File: src/rtl/instr_fetch.sv
// Instruction fetch stage: word-addressed PC, one-cycle synchronous fetch into the
// IF/ID register, with stall, branch redirect and a RUN/HALTED state machine.
module instr_fetch #(
    parameter logic [15:0] RESET_PC   = 16'h0000,
    parameter logic [3:0]  HLT_OPCODE = 4'hF,
    parameter logic [15:0] NOP_INSTR  = 16'h0000
) (
    input  logic        clk,
    input  logic        rst_n,
    input  logic        stall,
    input  logic        branch_taken,
    input  logic [15:0] branch_tgt,
    output logic [15:0] im_addr,
    output logic        im_rd_en,
    input  logic [15:0] im_instr,
    output logic [15:0] if_instr,
    output logic [15:0] if_pc_plus1,
    output logic        if_valid,
    output logic        halted
);

    typedef enum logic {
        RUN    = 1'b0,
        HALTED = 1'b1
    } state_t;

    state_t      state_r;
    logic [15:0] pc_r;
    logic [15:0] if_instr_r;
    logic [15:0] if_pc_plus1_r;
    logic        if_valid_r;
    logic        halted_r;
    logic        fetch_s;

    function automatic logic is_halt(input logic [15:0] instr);
        return (instr[15:12] == HLT_OPCODE);
    endfunction

    // Wraps naturally at 16 bits: 16'hFFFF advances to 16'h0000.
    function automatic logic [15:0] pc_inc(input logic [15:0] pc);
        return pc + 16'h0001;
    endfunction

    // A real fetch happens only when running, out of reset, unstalled and not redirected.
    always_comb begin
        fetch_s = 1'b0;
        if (rst_n && (state_r == RUN) && !stall && !branch_taken) begin
            fetch_s = 1'b1;
        end else begin
            fetch_s = 1'b0;
        end
    end

    assign im_addr     = pc_r;
    assign im_rd_en    = fetch_s;
    assign if_instr    = if_instr_r;
    assign if_pc_plus1 = if_pc_plus1_r;
    assign if_valid    = if_valid_r;
    assign halted      = halted_r;

    // PC, IF/ID register and fetch state machine; branch beats stall, reset beats all.
    always_ff @(posedge clk) begin
        if (!rst_n) begin
            state_r       <= RUN;
            pc_r          <= RESET_PC;
            if_instr_r    <= NOP_INSTR;
            if_pc_plus1_r <= 16'h0000;
            if_valid_r    <= 1'b0;
            halted_r      <= 1'b0;
        end else if (branch_taken) begin
            // Redirect also cancels a halt fetched in the branch shadow.
            state_r    <= RUN;
            pc_r       <= branch_tgt;
            if_instr_r <= NOP_INSTR;
            if_valid_r <= 1'b0;
            halted_r   <= 1'b0;
        end else if (stall) begin
            state_r <= state_r;
        end else begin
            case (state_r)
                RUN: begin
                    pc_r          <= pc_inc(pc_r);
                    if_instr_r    <= im_instr;
                    if_pc_plus1_r <= pc_inc(pc_r);
                    if_valid_r    <= 1'b1;
                    if (is_halt(im_instr)) begin
                        state_r  <= HALTED;
                        halted_r <= 1'b1;
                    end else begin
                        state_r  <= RUN;
                        halted_r <= 1'b0;
                    end
                end
                HALTED: begin
                    if_instr_r <= NOP_INSTR;
                    if_valid_r <= 1'b0;
                    halted_r   <= 1'b1;
                end
                default: begin
                    state_r    <= RUN;
                    if_instr_r <= NOP_INSTR;
                    if_valid_r <= 1'b0;
                    halted_r   <= 1'b0;
                end
            endcase
        end
    end

endmodule

File: config.mk
export PLATFORM = sky130hd
export DESIGN_NAME = instr_fetch
export DESIGN_NICKNAME = d
export VERILOG_FILES = /design/src/rtl/instr_fetch.sv
export SDC_FILE = /design/constraint.sdc
export NUM_CORES = 1
export LEC_CHECK = 0
export CAP_MARGIN = 20
export CELL_PAD_IN_SITES_DETAIL_PLACEMENT = 1
export CELL_PAD_IN_SITES_GLOBAL_PLACEMENT = 2
export CORE_MARGIN = 8
export CORE_UTILIZATION = 27
export CTS_BUF_LIST = sky130_fd_sc_hd__clkbuf_4 sky130_fd_sc_hd__clkbuf_8
export CTS_CLUSTER_DIAMETER = 30
export DETAILED_ROUTE_END_ITERATION = 6
export PLACE_DENSITY_LB_ADDON = 0.05
export REMOVE_ABC_BUFFERS = 1
export SKIP_CTS_REPAIR_TIMING = 1
export SLEW_MARGIN = 20
export SYNTH_ARGS = -nofsm -noshare
export SYNTH_HDL_FRONTEND = slang
export SYNTH_SLANG_ARGS = --single-unit
File: constraint.sdc
create_clock -name clk -period 5.67 [get_ports clk]
set_clock_uncertainty 0.2 [all_clocks]
set_input_delay 1.134 -clock clk [delete_from_list [all_inputs] [get_ports clk]]
set_output_delay 1.134 -clock clk [all_outputs]
set_load 0.05 [all_outputs]
=== Word-level counts from Yosys, hierarchy flattened ===
Cells that the tools add are included.

* Flip-flop bits (word level): 51
* Bits of input ports: 36
* Output and inout port bits: 51
* Logic and storage cells: 31

* $add $sub $neg: 1
* Eq/ne operators: 3
* Multiplexer cells: 9
* Bitwise gates (word level): 4
* Reductions and logical operators: 8

{| class="wikitable"
|+ Operators by type and width
! operator !! count
|-
| 16-bit 2-to-1 mux || 3
|-
| 16-bit one-hot mux with 2 select lines || 1
|-
| 16-bit by 1-bit adder with 16-bit output, second input constant || 1
|-
| 4-bit == test, second input constant || 1
|-
| 1-bit inverter || 4
|-
| 1-bit one-hot mux with 2 select lines || 2
|-
| 1-bit logical AND || 3
|-
| 1-bit 2-to-1 mux || 3
|-
| 3-bit AND reduction || 1
|-
| 1-bit logical NOT || 2
|-
| 2-bit by 1-bit inequality test with 1-bit output, second input constant || 1
|-
| 2-bit inequality test, second input constant || 1
|-
| 2-bit AND reduction || 1
|-
| 2-bit OR reduction || 1
|}

=== Logic depth before layout (Yosys ltp) ===
* Word-level depth: 5
* Mapped depth: 6
* Gate-level depth less buffers: 5

=== Least setup slack after synthesis ===
No wires, ideal clock.

* Kind: input -> output
* Start point: in stall
* End point: out im_rd_en
* Arrival: 2.159 ns
* Data required time: 4.336 ns
* Slack: 2.177 ns
* Stages on the path: 4
* Buffers on the path: 3
* Cell sequence: buf_6 -> nor4b_1 -> buf_2 -> buf_2

* Longest elaborated chain between the ends: 4

{| class="wikitable"
|+ Ends and longest elaborated chain
! what !! line !! text
|-
| from (decl) || 10 || <nowiki>input logic stall,</nowiki>
|-
| 1-bit logical NOT || 47 || <nowiki>if (rst_n && (state_r == RUN) && !stall && !branch_taken) begin</nowiki>
|-
| 1-bit logical AND (2 in series) || 47 ||
|-
| 1-bit 2-to-1 mux || 47 ||
|-
| to (decl) || 14 || <nowiki>output logic im_rd_en,</nowiki>
|}

Every way passes these cells.

=== Worst setup path after layout ===
Ends and elaborated chain as after synthesis.

==> summary.md <==
The tools report the critical path launch point as stall. The startpoint identified for the worst register-to-register timing path is im_addr[5]. The clock reaches the later pin of the worst-skew pair after 0.30 ns.

In this run the horizontal extent of the chip is 106 µm. The internal power of the cells totals 0.576 mW. After synthesis, the netlist uses 35 different library cells. STA puts the critical path data arrival time at 3.21 ns. The worst hold path belongs to the class reg -> reg. Clock tree synthesis found a total of 50 sinks.

The post-synthesis instance area was 2180 µm². The most used flip-flop cell after synthesis is sky130_fd_sc_hd__dfxtp_1. At the end of the flow, the number of nets in the layout was 352. The worst hold path cell count is 1, and the area of the die is 11200 µm². Data on the critical path is required at its endpoint by 4.34 ns.

For the pre-CTS worst setup slack, the log shows 1.10 ns. Sorting the synthesized cells by area gives the leading types as sky130_fd_sc_hd__dfxtp_1, sky130_fd_sc_hd__xnor2_1, sky130_fd_sc_hd__a22o_1. The layer flagged by global routing as most heavily used is met2.

On the worst path, the slowest cell contributes a delay of 0.85 ns. Setup slack closes at 1.13 ns. The finished layout holds 421 standard cells, fillers aside.

Post-CTS clock slew at the launch and capture registers of the worst setup and hold paths: 0.10 ns. The run gives 240 as the synthesized instance count. Summed over all instances, the cell type with the most area after synthesis is sky130_fd_sc_hd__dfxtp_1.

The met2 track utilization from global routing was 0.192; the violation count after the first detailed-routing iteration was 58. The routed design could run at a clock period as short as 4.54 ns. Share of post-route cells with drive strength above 1: 0.0506. The proportion of total power due to net switching was 0.308. The sequential fraction of design power was 0.469; the total number of yosys warnings was 0. Adding up every negative setup slack in the final design gives 0 ns. The worst register-to-register path has a depth of 4. After detailed routing, the number of vias per cell comes to 4.69.

The worst-case hold path end point is if_valid. The logs give 0.343 for the relative max-transition margin and 944 for the layout filler cell count. Antenna diode count: 0. The tools report the share of total power in combinational logic as 0.224. The site row count is 33. Initial antenna violation count: 0. After synthesis the netlist holds a flip-flop and latch count of 50. The tools report the core utilization of the finished layout as 0.402. The logs give 2 for the H-tree depth and 5 for the number of CTS-inserted buffers. The total overflow left after global routing is 0. Summed over all nets, the switching power comes to 0.256 mW. The detail route stage leaves a number of antenna-violating nets equal to 0.

The tools report the combined global-route utilization of all metal layers as 0.125. Type of element capturing the critical path: a primary output. Setup repair after global routing left no endpoint under its margin. The run gives 2124 as the via count of the first global-routing pass. No sink is reached through more buffers than the 2 on the longest clock path.

The total count of max-transition violations in the final report was 0; the share of Yosys cell area claimed by the top area cell type was 0.458. The cell sitting at the root of the clock tree is a sky130_fd_sc_hd__clkbuf_8. Counting flops with a built-in enable in the synthesized netlist gives 0. The routed wire length per instance was 16.7 µm. The run gives 87 as the count of pins on the block boundary. The endpoint identified for the worst register-to-register timing path is im_addr[15].

The initial standard-cell utilization of the core is 0.273. The class of the most critical setup path was in -> out. The mean instance size in the synthesized netlist works out to 9.10 µm². TritonCTS built the clock tree. The tools report the global-route track usage on met3 as 0.0472. The flow ran to the end, and the final reports show no timing, DRC or antenna violations. The count of endpoints failing hold in the final timing report was 0. The tools report the count of max-cap constraint violations as 0. Quantity of I/O buffers inserted on ports: 86. For the pin with the worst max-slew slack, the measured transition is 0.983 ns. The first global-routing pass estimated 11400 µm of wire.

The final worst-path cycle share was 0.801. The category of the worst setup path launch point is a primary input. The master of the slowest instance on the critical path was sky130_fd_sc_hd__clkdlybuf4s50_1. The final setup violation count is 0, and the area growth from synthesis to layout is 47.3%. Worst-path maximum fanout: 20. The top cell types in the final layout, fill and taps aside, are sky130_fd_sc_hd__clkdlybuf4s50_1, sky130_fd_sc_hd__dfxtp_1, sky130_fd_sc_hd__o21ai_0, sky130_fd_sc_hd__xnor2_1, sky130_fd_sc_hd__a21oi_1. Power comes to 0.832 mW. The worst hold path begins at if_valid. Traced cell by cell, the critical path runs through clkdlybuf4s50_1, nor4b_2, buf_4, clkdlybuf4s50_1. The share of flip-flops with an asynchronous set or reset was 0; the half-perimeter wire length after detailed placement was 4940 µm. The part of the total power dissipated in the clock network is 0.307. The setup slack on the worst flop-to-flop path came out at 3.33 ns. The worst-case vdd ir drop came out at 0.110 mV. In this run the cell area measured after placement is 3110 µm². The tightest hold path in the finished design has a slack of 0.271 ns. Detailed routing inserted a total of 1975 vias. The most common cell after layout, fill and taps aside is sky130_fd_sc_hd__clkdlybuf4s50_1. The finished cells cover 3220 µm².

The floorplan step defined a core boundary enclosing 8010 µm². The most frequent cell on the critical path was sky130_fd_sc_hd__clkdlybuf4s50_1. For this design the static power due to leakage is 1.15 nW. The logs give 0.155 for the global routing met1 resource utilization and 0.220 GHz for the achievable frequency. The final layout contains routed wiring with a total length of 7030 µm. The number of remaining DRC errors was 0; the number of cells in the design after placement was 413.

The areal power density over the cells works out to 259 nW/µm². The height of the die is 106 µm. The tools report the largest net degree at the start of global routing as 35. The portion of the post-synthesis area used by sequential elements is 0.458.

The pre-antenna-repair detailed-routing pass consisted of 4 iterations. At the end of routability-driven placement, the weighted congestion stood at 0.699.
[worst max-delay path by stage]
stage | end | cells past startpoint | slack (ns)
final | im_rd_en | 4 | 1.13
after global placement | im_rd_en | 4 | 1.11
after CTS | im_rd_en | 4 | 1.08
after global routing | im_rd_en | 4 | 1.01
after floorplan | im_rd_en | 1 | 0.11
after detailed placement | im_rd_en | 4 | 1.10
[routing by layer]
layer | vias to the layer above | part of all wire
li1 | 1005 | -
met1 | 903 | 0.47
met2 | 59 | 0.44
met3 | 8 | 0.073
met4 | 0 | 0.015
met5 | - | 0
[layout make-up]
type | instances | area [µm²] | share of cell area
multi-input cells | 167 | 1090 | 0.338
flip-flops and latches | 50 | 1000 | 0.311
repair buffers | 88 | 876 | 0.272
well taps | 105 | 131 | 0.0408
clock buffers | 5 | 68.8 | 0.0214
clock inverters | 3 | 40.0 | 0.0124
inverters | 3 | 11.3 | 0.00350
[flip-flops by register name (all words and copies together), names as in the netlist]
name and count:
if_valid 1, if_pc_plus1 16, if_instr 16, im_addr 16, state_r 1
[critical path: cells and delay by family]
| family | cells | cell delay (ns) |
|---|---|---|
| buffers and inverters | 3 | 1.72 |
| and+or+nand+nor | 1 | 0.34 |
[cells in the mapped netlist (2+ instances only)]
library cell and number:
sky130_fd_sc_hd__o211a_1 6, sky130_fd_sc_hd__nand2_1 17, sky130_fd_sc_hd__nor2_1 8, sky130_fd_sc_hd__inv_1 3
sky130_fd_sc_hd__o21ai_0 27, sky130_fd_sc_hd__nand3_1 6, sky130_fd_sc_hd__xnor2_1 20, sky130_fd_sc_hd__a22o_1 16
sky130_fd_sc_hd__nand2b_1 2, sky130_fd_sc_hd__or3_1 4, sky130_fd_sc_hd__mux2i_1 2, sky130_fd_sc_hd__dfxtp_1 50
sky130_fd_sc_hd__buf_6 2, sky130_fd_sc_hd__xor2_1 4, sky130_fd_sc_hd__nor4_1 7, sky130_fd_sc_hd__clkbuf_1 12
sky130_fd_sc_hd__or2_2 2, sky130_fd_sc_hd__a21oi_1 19, sky130_fd_sc_hd__nand4_1 4, sky130_fd_sc_hd__a31oi_1 2
sky130_fd_sc_hd__a21o_1 2, sky130_fd_sc_hd__buf_2 5, sky130_fd_sc_hd__and2_1 3, sky130_fd_sc_hd__nor3_1 6
[cells by family (layout without fill, tap and decap cells)]
| kind of cell | count (synthesis) | after routing | synth area share |
|---|---|---|---|
| multiplexers | 2 | 2 | 0.00917 |
| flip-flops | 50 | 50 | 0.458 |
| buffers and inverters | 23 | 99 | 0.0510 |
| XOR/XNOR | 24 | 24 | 0.0963 |
| adder cells (fa/ha/maj) | 1 | 1 | 0.00573 |
| AND/OR/NAND/NOR | 65 | 65 | 0.158 |
| AO/OA/AOI/OAI | 75 | 75 | 0.221 |
[power by group through the flow]
stage | Sequential, mW | Clock [mW] | Combinational, mW
after global placement | 0.399 | 0 | 0.188
after floorplan | 0.461 | 0 | 0.0410
final | 0.390 | 0.255 | 0.186
after CTS | 0.391 | 0.265 | 0.189
after global routing | 0.394 | 0.282 | 0.198
after detailed placement | 0.399 | 0 | 0.188
Note: power is estimated with default switching activity, not from simulation.
